--- src/rtl/hypot_pkg.sv ---
// Shared types and defaults for the hypot scheduler.
// Holds the FSM state encoding, width/timeout defaults and the error result.
package hypot_pkg;

  localparam int DW_DEF      = 8;
  localparam int RW_DEF      = 8;
  localparam int TIMEOUT_DEF = 600;
  localparam int TW_DEF      = 10;

  typedef enum logic [1:0] {
    S_IDLE,
    S_ISSUE,
    S_WAIT,
    S_DELIVER
  } state_t;

  localparam logic [RW_DEF-1:0] RESULT_ERR = '1;

endpackage

--- src/rtl/rr_arb2.sv ---
// Two-way round-robin grant, purely combinational.
// Ports: last (previous winner), req (valids), gnt (one-hot grant).
module rr_arb2 (
  input  logic       last,
  input  logic [1:0] req,
  output logic [1:0] gnt
);

  always_comb begin
    gnt = req;
    // On a tie the side that did not win last time goes next.
    if (req == 2'b11) gnt = last ? 2'b01 : 2'b10;
  end

endmodule

--- src/rtl/hypot_sched.sv ---
// Shares one magnitude engine between two requesters, with watchdog.
// Ports: r0/r1 request channels, eng_* engine side, rsp_* tagged result.
module hypot_sched
  import hypot_pkg::*;
#(
  parameter int DW      = DW_DEF,
  parameter int RW      = RW_DEF,
  parameter int TIMEOUT = TIMEOUT_DEF,
  parameter int TW      = TW_DEF
) (
  input  logic          clk,
  input  logic          rst_n,
  input  logic          ena,
  input  logic          r0_valid,
  output logic          r0_ready,
  input  logic [DW-1:0] r0_x,
  input  logic [DW-1:0] r0_y,
  input  logic          r1_valid,
  output logic          r1_ready,
  input  logic [DW-1:0] r1_x,
  input  logic [DW-1:0] r1_y,
  output logic          eng_start,
  output logic [DW-1:0] eng_x,
  output logic [DW-1:0] eng_y,
  input  logic          eng_done,
  input  logic [RW-1:0] eng_result,
  output logic          rsp_valid,
  input  logic          rsp_ready,
  output logic          rsp_id,
  output logic [RW-1:0] rsp_data,
  output logic          rsp_err,
  output logic          busy
);

  localparam logic [TW-1:0] TMO_LAST = TW'(TIMEOUT - 1);

  state_t        state;
  logic [TW-1:0] cnt;
  logic          last_grant;
  logic          cur_id;
  logic [1:0]    gnt;
  logic          open;
  logic          take;

  rr_arb2 u_arb (
    .last (last_grant),
    .req  ({r1_valid, r0_valid}),
    .gnt  (gnt)
  );

  // rst_n gating keeps ready low while reset is held.
  assign open      = rst_n & ena & (state == S_IDLE);
  assign r0_ready  = open & gnt[0];
  assign r1_ready  = open & gnt[1];
  assign take      = r0_ready | r1_ready;
  assign eng_start = ena & (state == S_ISSUE);
  assign rsp_id    = cur_id;

  always_ff @(posedge clk or negedge rst_n) begin
    if (!rst_n) begin
      state      <= S_IDLE;
      cnt        <= '0;
      last_grant <= 1'b1;
      cur_id     <= 1'b0;
      eng_x      <= '0;
      eng_y      <= '0;
      rsp_valid  <= 1'b0;
      rsp_data   <= '0;
      rsp_err    <= 1'b0;
      busy       <= 1'b0;
    end else if (ena) begin
      case (state)
        S_IDLE: begin
          if (take) begin
            eng_x      <= gnt[1] ? r1_x : r0_x;
            eng_y      <= gnt[1] ? r1_y : r0_y;
            cur_id     <= gnt[1];
            last_grant <= gnt[1];
            state      <= S_ISSUE;
            busy       <= 1'b1;
          end
        end
        S_ISSUE: begin
          cnt   <= '0;
          state <= S_WAIT;
        end
        S_WAIT: begin
          // done outranks a timeout landing in the same cycle
          if (eng_done) begin
            rsp_data  <= eng_result;
            rsp_err   <= 1'b0;
            rsp_valid <= 1'b1;
            state     <= S_DELIVER;
          end else if (cnt == TMO_LAST) begin
            rsp_data  <= {RW{RESULT_ERR[0]}};
            rsp_err   <= 1'b1;
            rsp_valid <= 1'b1;
            state     <= S_DELIVER;
          end else begin
            cnt <= cnt + 1'b1;
          end
        end
        S_DELIVER: begin
          if (rsp_ready) begin
            rsp_valid <= 1'b0;
            state     <= S_IDLE;
            busy      <= 1'b0;
          end
        end
        default: state <= S_IDLE;
      endcase
    end
  end

endmodule

--- config.mk ---
export PLATFORM = sky130hd
export DESIGN_NAME = hypot_sched
export DESIGN_NICKNAME = d
export VERILOG_FILES = /design/src/rtl/hypot_pkg.sv /design/src/rtl/rr_arb2.sv /design/src/rtl/hypot_sched.sv
export SDC_FILE = /design/constraint.sdc
export NUM_CORES = 1
export LEC_CHECK = 0
export CORE_ASPECT_RATIO = 0.5
export CORE_MARGIN = 3
export CORE_UTILIZATION = 35
export CTS_CLUSTER_DIAMETER = 60
export DETAILED_ROUTE_END_ITERATION = 10
export PLACE_DENSITY = 0.64
export SYNTH_ARGS = -nofsm -noshare
export SYNTH_HDL_FRONTEND = slang
export SYNTH_SLANG_ARGS = --single-unit
--- constraint.sdc ---
create_clock -name clk -period 2.01 [get_ports clk]
set_input_delay 0.603 -clock clk [delete_from_list [all_inputs] [get_ports clk]]
set_output_delay 0.603 -clock clk [all_outputs]
set_load 0.05 [all_outputs]
Yosys cells after proc, flatten, opt, wreduce, memory -nomap -nowiden
Cells that the tools add are included.
- bits in registers: 41
- input port bits: 47
- output and inout port bits: 31
- logic and storage cells: 59
- add/subtract/negate cells: 1
- eq/ne operators: 10
- muxes and demuxes: 21
- bitwise operators: 6
- reductions and logical operators: 11
- operators with widths (operator ; count):
    $mux 8 ; 4
    $mux 10 ; 2
    $pmux 10 s2 ; 1
    $reduce_and 4->1 ; 4
    $mux 2 ; 6
    $add 10x1->10 const B ; 1
    $eq 10x10->1 const B ; 1
    $ne 2x2->1 const B ; 4
    $pmux 2 s4 ; 1
    $reduce_bool 2->1 ; 4
    $eq 2x2->1 const B ; 3
    $reduce_and 3->1 ; 2
    $and 1x1->1 ; 5
    $mux 1 ; 5
    $pmux 1 s2 ; 2
    $ne 3x3->1 const B ; 1
    $eq 2x1->1 const B ; 1
    $logic_not 2->1 ; 1
    $or 1x1->1 ; 1

Depth between registers and ports, before layout
Gate-level depths: netlist of run 1.
- word-level depth: 6
- mapped depth: 6
- gate-level depth less buffers: 6

By module
From an unflattened synthesis of run 1, not the netlist that was laid out.
- cell total of the unflattened synthesis: 206
- area, all modules: 2130.8 um2
- by module, submodules not included (module ; times used ; cells an instance ; area an instance (um2) ; sequential area each (um2)):
    hypot_sched ; 1 ; 203 ; 2112.0 ; 1027.2
    rr_arb2 ; 1 ; 3 ; 18.8 ; 0.0

Least setup slack after synthesis of run 1
OpenSTA, ideal clock, no wires.
- path kind: input to output
- start point: in r1_valid
- end point: out r1_ready
- arrival time: 1.443 ns
- data required time: 1.407 ns
- path slack: -0.036 ns
- cell stages on the path: 3
- buffers on the path: 1
- cell sequence: a21boi_0 > buf_2 > and2_1
- longest elaborated chain between the ends: 3
- ends and longest elaborated chain (what ; RTL line ; RTL):
    from (decl) ; hypot_sched.sv:18 ; input logic r1_valid,
    $eq 2x2->1 ; rr_arb2.sv:12 ; if (req == 2'b11) gnt = last ? 2'b01 : 2'b10;
    $mux 2 * ; rr_arb2.sv:12 ;
    $and 1x1->1 * ; hypot_sched.sv:54 ; assign r1_ready = open & gnt[1];
    to (decl) ; hypot_sched.sv:19 ; output logic r1_ready,
Mark *: on every way between the ends. The rest lies on a longest branch, timed or not.

Final worst setup path of run 1
- start point: in r1_valid
- end point: out r0_ready
- longest elaborated chain between the ends: 3
- ends and longest elaborated chain (what ; RTL line ; RTL):
    $eq 2x2->1 ; rr_arb2.sv:12 ;
    $mux 2 ; rr_arb2.sv:12 ;
    $and 1x1->1 ; hypot_sched.sv:53 ; assign r0_ready = open & gnt[0];
    to (decl) ; hypot_sched.sv:15 ; output logic r0_ready,
No other way between the ends.

==> results.sh, run 1 <==
export IMPL_ys_warn_count=0
export IMPL_h_tree_depth=2
export IMPL_r2r_end="cnt[7]"
export IMPL_setup_ws_ns=0.02655
export IMPL_wl_per_cell_um=14.12
export IMPL_rows=19
export IMPL_fp_coreArea_um2=5587
export IMPL_worst_slew_pin_slew_ns=0.5144
export IMPL_cellPowerDensity_nw_per_um2=1452
export IMPL_avgSynthCellArea_um2=11.00
export IMPL_crit_required_ns=1.41
export IMPL_diodes=0
export IMPL_ys_seq_elements=41
export IMPL_fmax_mhz=504.2
export IMPL_drc=0
export IMPL_boundaryPins=78
export IMPL_yosysSeqAreaShare_pct=49.94
export IMPL_rsz0062_at_grt="true"
export IMPL_layout_nets=339
export IMPL_r2r_slack_ns=0.19
export IMPL_peakVddDrop_mv=0.7770
export IMPL_first_pass_iters=4
export IMPL_synth_cells=187
export IMPL_cap_violations=0
export IMPL_slew_headroom_pct=65.58
export IMPL_die_w_um=114.4
export IMPL_vias=1745
export IMPL_outcome="complete, no violations"
export IMPL_clk_pin_slew_ns=0.06
export IMPL_p_leak_nw=1.515
export IMPL_antenna_found_initial=0
export IMPL_cp_end_kind="output pin"
export IMPL_worstPathArrival_ns=1.38
export IMPL_grt_pass1_wl_mm=8.314
export IMPL_grt_ovfl_total=0
export IMPL_syn_nets=239
export IMPL_grt_util_all_layers_pct=15.36
export IMPL_cts_root_buf="clkbuf_16"
export IMPL_cts_made_buffers=5
export IMPL_r2r_start="state[0]"
export IMPL_cts_buffer_depth=2
export IMPL_dpl_cell_area_um2=3008
export IMPL_clkLatencyLatePin_ns=0.28
export IMPL_synthesis_area_um2=2057
export IMPL_initial_core_util_pct=36.82
export IMPL_startpoint_type="input port"
export IMPL_drt_iter0_drc=47
export IMPL_io_buffers=77
export IMPL_routed_wl_mm=5.096
export IMPL_finalHoldViolCount=0
export IMPL_place_congestion=0.7618
export IMPL_hp_class="input port to asynchronous set/reset pin"
export IMPL_reg2reg_depth=7
export IMPL_drv_slew=0
export IMPL_area_delta_synth_final_pct=57.06
export IMPL_period_minus_slack_ns=1.983
export IMPL_fin_area_um2=3231
export IMPL_cp_max_fo=3
export IMPL_cts_sinks=41
export IMPL_pre_cts_slack_ns=-0.2125
export IMPL_cp_startpoint="r1_valid"
export IMPL_cts_tree="yes"
export IMPL_crit_type="input port to output pin"
export IMPL_grt_pass1_vias=1804
export IMPL_nFillCells=476
export IMPL_ys_types=43
export IMPL_hpwl_mm=3.904
export IMPL_grt_max_degree=33
export IMPL_antenna_left=0
export IMPL_drive_above_1_share_pct=29.86
export IMPL_vias_per_cell=4.834
export IMPL_fin_skew_ns=0.006144
export IMPL_die_h_um=60.21
export IMPL_die_area_um2=6889
export IMPL_min_period_over_period_pct=98.68
export IMPL_setup_violations_final=0
-- cell usage after synthesis --
cell | instances | area, µm²
a211o_2 | 2 | 20.02
a211oi_2 | 1 | 12.51
a21boi_0 | 1 | 7.510
a21o_1 | 2 | 15.01
a21o_2 | 1 | 8.760
a21oi_1 | 2 | 10.01
a221o_1 | 3 | 30.03
a22o_1 | 1 | 8.760
a22o_2 | 1 | 10.01
a31oi_1 | 3 | 18.77
a31oi_4 | 2 | 42.54
and2_1 | 3 | 18.77
and2b_1 | 1 | 7.510
and3_1 | 7 | 43.79
and3_2 | 1 | 7.510
and3b_1 | 1 | 8.760
and3b_2 | 1 | 10.01
and4_1 | 1 | 8.760
and4bb_4 | 1 | 16.27
buf_2 | 2 | 10.01
buf_4 | 1 | 7.510
clkbuf_1 | 4 | 15.01
dfrtp_1 | 40 | 1001
dfstp_2 | 1 | 26.28
ha_1 | 5 | 62.56
inv_1 | 4 | 15.01
mux2_2 | 3 | 33.78
mux2i_1 | 16 | 160.2
nand2_1 | 20 | 75.07
nand2b_1 | 4 | 25.02
nand3_1 | 7 | 35.03
nand3b_1 | 1 | 7.510
nand4_1 | 1 | 6.260
nor2_1 | 6 | 22.52
nor2b_1 | 1 | 6.260
nor3b_1 | 2 | 15.01
o2111ai_1 | 1 | 8.760
o21a_1 | 2 | 15.01
o21ai_0 | 20 | 100.1
o21ai_4 | 1 | 16.27
o22a_1 | 8 | 70.07
o31ai_1 | 1 | 7.510
o32a_1 | 1 | 10.01
-- cells by family (layout without fill, tap and decap cells) --
| group | after synthesis | in the layout | synth area share (%) |
|---|---|---|---|
| fa+ha+maj | 5 | 5 | 3.041 |
| flops | 41 | 41 | 49.94 |
| mux | 19 | 19 | 9.428 |
| compound gates | 53 | 53 | 20.01 |
| simple gates | 58 | 58 | 15.27 |
| buf+inv | 11 | 112 | 2.311 |
-- timing repair --
action                                  4_1_cts  5_1_grt
endpoints found under the setup margin        3        2
hold buffers                                  0        0
resized for setup                             9        2
buffers inserted                              3        1
gates cloned                                  0        0
pin swaps                                     4        1
-- registers in the layout, indices dropped and copies added (netlist names) --
register / cells
last_grant: 1
rsp_data: 8
busy: 1
eng_y: 8
rsp_err: 1
rsp_valid: 1
state: 2
rsp_id: 1
cnt: 10
eng_x: 8
-- metrics by stage --
stage	power (mW)	utilization [%]	std cells	hold WS [ns]	setup TNS, ns
floorplan	2.861	-	187	0.3074	0
global placement	3.669	53.84	349	0.4650	-2.363
detailed placement	3.718	53.84	349	0.4671	-3.135
CTS	4.717	57.51	360	0.2863	0
global route	4.958	57.83	361	0.2993	-0.003271
finish	4.692	57.83	361	0.2899	0
-- layer usage --
metal  part of all wire [%]  vias up  routed length, µm  track usage, %
met5                      0        -                  0               0
met4                    1.0        0                 53           3.553
met3                    3.8        6                192           3.741
met2                     51       31               2624           28.78
met1                     44      819               2226           18.03
li1                       -      889                  -               -
-- cell usage in the layout, fill, tap and decap left out, types with 4 or more instances in the layout --
cell type | synthesis | routed
mux2i_1 | 16 | 16
nand3_1 | 7 | 6
o22a_1 | 8 | 8
buf_4 | 1 | 50
ha_1 | 5 | 4
o21ai_0 | 20 | 20
nand2_1 | 20 | 20
clkbuf_16 | 0 | 5
and3_1 | 7 | 6
nor2_1 | 6 | 6
buf_12 | 0 | 4
nand2b_1 | 4 | 4
clkdlybuf4s50_1 | 0 | 42
dfrtp_1 | 40 | 40
-- power breakdown --
| group | internal, mW | leakage, nW | switching, mW |
|---|---|---|---|
| sequential | 1.15 | 0.508 | 0.186 |
| clock | 0.620 | 0.0841 | 0.318 |
| combinational | 0.892 | 0.923 | 1.53 |
| total | 2.66 | 1.51 | 2.03 |
-- critical path: stages --
cell and delay [ns]:
dlygate4sd2_1 0.24, buf_4 0.14, nand2b_1 0.09, nand3_2 0.10
inv_2 0.08, buf_12 0.13
-- cell type report --
type	instances	area [µm²]	area share [%]
Clock buffer	7	142.6	4.415
Clock inverter	1	30.03	0.9295
Inverter	4	15.01	0.4648
Multi-Input combinational cell	135	1017	31.49
Sequential cell	41	1027	31.80
Tap cell	73	91.34	2.827
Timing Repair Buffer	100	907.1	28.08
-- worst max-delay path by stage --
stage	to	cells after the start
after floorplan	r0_ready	4
after global placement	r0_ready	5
after detailed placement	rsp_data[5]	6
after CTS	r0_ready	6
after global routing	r0_ready	6
final	r0_ready	6
Note: power is estimated with default switching activity, not from simulation.
==> run 2, diff against run 1 <==
Settings changed: CORE_MARGIN 3 to 8.
==> run 2 against run 1 <==
Hold slack improved by 0.023 ns; cell count unchanged; power decreased by 1.3%; fmax increased by 0.30%; via count increased by 3.4%; critical path type is now register to output pin; largest cell class is now multi-input combinational cells; largest power group unchanged.
==> results.sh, run 2 (synthesis results as in run 1) <==
export IMPL_outcome="complete, no violations"
export IMPL_clockPowerShare_pct=17.9
export IMPL_pre_cts_slack_ns=-0.2308
export IMPL_grt_pass1_vias=1900
export IMPL_vias_per_cell=5.000
export IMPL_grt_pass1_wl_mm=9.680
export IMPL_reg2reg_depth=7
export IMPL_fin_cells=361
export IMPL_cpMaxStageDelayCell="dfrtp_1"
export IMPL_holdBufCountCts=0
export IMPL_p_comb_share_pct=53.1
export IMPL_cp_end_kind="output pin"
export IMPL_cts_root_buf="clkbuf_16"
export IMPL_worst_slew_pin_slew_ns=0.5385
export IMPL_min_period_over_period_pct=98.39
export IMPL_drv_slew=0
export IMPL_rows=19
export IMPL_crit_required_ns=1.41
export IMPL_cellPowerDensity_nw_per_um2=1432
export IMPL_path_cells="inv_2 > ha_4 > and3_4 > nand3_4 > inv_4 > buf_12"
export IMPL_r2r_start="state[0]"
export IMPL_wl_met2_mm=3.192
export IMPL_crit_type="register to output pin"
export IMPL_hpwl_mm=4.393
export IMPL_hp_class="input port to asynchronous set/reset pin"
export IMPL_whs_ns=0.3127
export IMPL_antenna_left=0
export IMPL_cp_startpoint="state[0]"
export IMPL_cts_made_buffers=5
export IMPL_routed_wl_mm=5.815
export IMPL_dp_cells=347
export IMPL_area_delta_synth_final_pct=57.30
export IMPL_layout_common_cells="buf_4, clkdlybuf4s50_1, dfrtp_1"
export IMPL_r2r_end="cnt[7]"
export IMPL_grt_util_all_layers_pct=13.20
export IMPL_fmax_mhz=505.7
export IMPL_slew_headroom_pct=63.97
export IMPL_finalHoldViolCount=0
export IMPL_p_int_mw=2.583
export IMPL_netSwitchingPower_mw=2.050
export IMPL_die_area_um2=8735
export IMPL_largest_register="cnt"
export IMPL_layout_nets=339
export IMPL_cts_sinks=41
export IMPL_cp_endpoint="r0_ready"
export IMPL_peakVddDrop_mv=1.065
export IMPL_grt_max_degree=34
export IMPL_startpoint_type="register"
export IMPL_first_pass_iters=4
export IMPL_clkLatencyLatePin_ns=0.28
export IMPL_cp_max_fo=2
export IMPL_drive_above_1_share_pct=30.90
export IMPL_cap_violations=0
export IMPL_r2r_slack_ns=0.19
export IMPL_clk_pin_slew_ns=0.06
export IMPL_grt_ovfl_total=0
export IMPL_top_layer="met4"
export IMPL_io_buffers=77
export IMPL_total_power_mw=4.632
export IMPL_vias=1805
export IMPL_rsz0062_at_grt="true"
export IMPL_drc=0
export IMPL_wl_met1_mm=2.355
export IMPL_wl_per_cell_um=16.11
export IMPL_die_w_um=124.4
export IMPL_largest_reg_flops=10
export IMPL_p_leak_nw=1.517
export IMPL_place_congestion=0.8032
export IMPL_h_tree_depth=2
export IMPL_nFillCells=499
export IMPL_cp_slowest_stage_delay_ns=0.39
export IMPL_seqPwrFrac_pct=29.0
export IMPL_fp_coreArea_um2=5587
export IMPL_fin_skew_ns=0.003896
export IMPL_boundaryPins=78
export IMPL_drt_iter0_drc=70
export IMPL_diodes=0
export IMPL_initial_core_util_pct=36.82
export IMPL_period_minus_slack_ns=1.978
export IMPL_layout_commonest_cell="buf_4"
export IMPL_die_h_um=70.21
export IMPL_fin_tns_setup_ns=0
export IMPL_switching_share_pct=44.25
export IMPL_met3_length_um=218
export IMPL_worstPathArrival_ns=1.37
export IMPL_antenna_found_initial=0
export IMPL_cts_tree="yes"
export IMPL_setup_ws_ns=0.03242
export IMPL_setup_violations_final=0
export IMPL_cts_buffer_depth=2
run 2: changes by cell type in the layout (fill, tap and decap cells not counted), sizes merged:
cell,before,now
clkinv,0,1
bufinv,1,0
run 2: per-stage QoR:
stage | cell area [µm²] | util (%)
4_1_cts | 3211 | 57.47
3_5_place_dp | 2993 | 53.57
6_report | 3236 | 57.92
5_1_grt | 3236 | 57.92
2_1_floorplan | 2058 | -
3_3_place_gp | 2993 | 53.57
run 2: power by group through the flow:
stage	clock, mW	sequential [mW]	combinational [mW]
6_report	0.829	1.34	2.46
2_1_floorplan	0	2.23	0.630
3_5_place_dp	0	1.36	2.36
5_1_grt	0.902	1.39	2.62
4_1_cts	0.855	1.34	2.45
3_3_place_gp	0	1.35	2.33
run 2: layout make-up:
type / count / area, µm² / share of cell area (%)
Clock inverter: 1 / 5.005 / 0.1547
Multi-Input combinational cell: 135 / 1035 / 31.98
Inverter: 4 / 17.52 / 0.5414
Tap cell: 73 / 91.34 / 2.823
Clock buffer: 7 / 152.6 / 4.718
Sequential cell: 41 / 1027 / 31.75
Timing Repair Buffer: 100 / 907.1 / 28.04
run 2: what timing repair did:
item                                    4_1_cts  5_1_grt
endpoints found under the setup margin        3        3
pin swaps                                     2        2
resized for setup                            14        1
buffers inserted                              3        3
run 2: worst max-delay path: cells and delay by family (launching register included):
kind,cells,cell delay [ns]
simple gates,2,0.28
flops,1,0.39
buf+inv,3,0.29
fa+ha+maj,1,0.14
run 2: layer usage:
metal  vias to the layer above  track usage (%)
li1                        890                -
met1                       874            14.55
met2                        37            25.35
met3                         4            3.012
met4                         0            2.781
met5                         -                0
run 2: worst min path at each step:
stage / start / to / depth (start not counted)
after floorplan: rst_n / busy / 0
after global placement: eng_y[0] / eng_y[0] / 2
after detailed placement: rsp_id / rsp_id / 1
after CTS: rst_n / state[0] / 2
after global routing: rst_n / state[0] / 2
final: rst_n / state[0] / 2
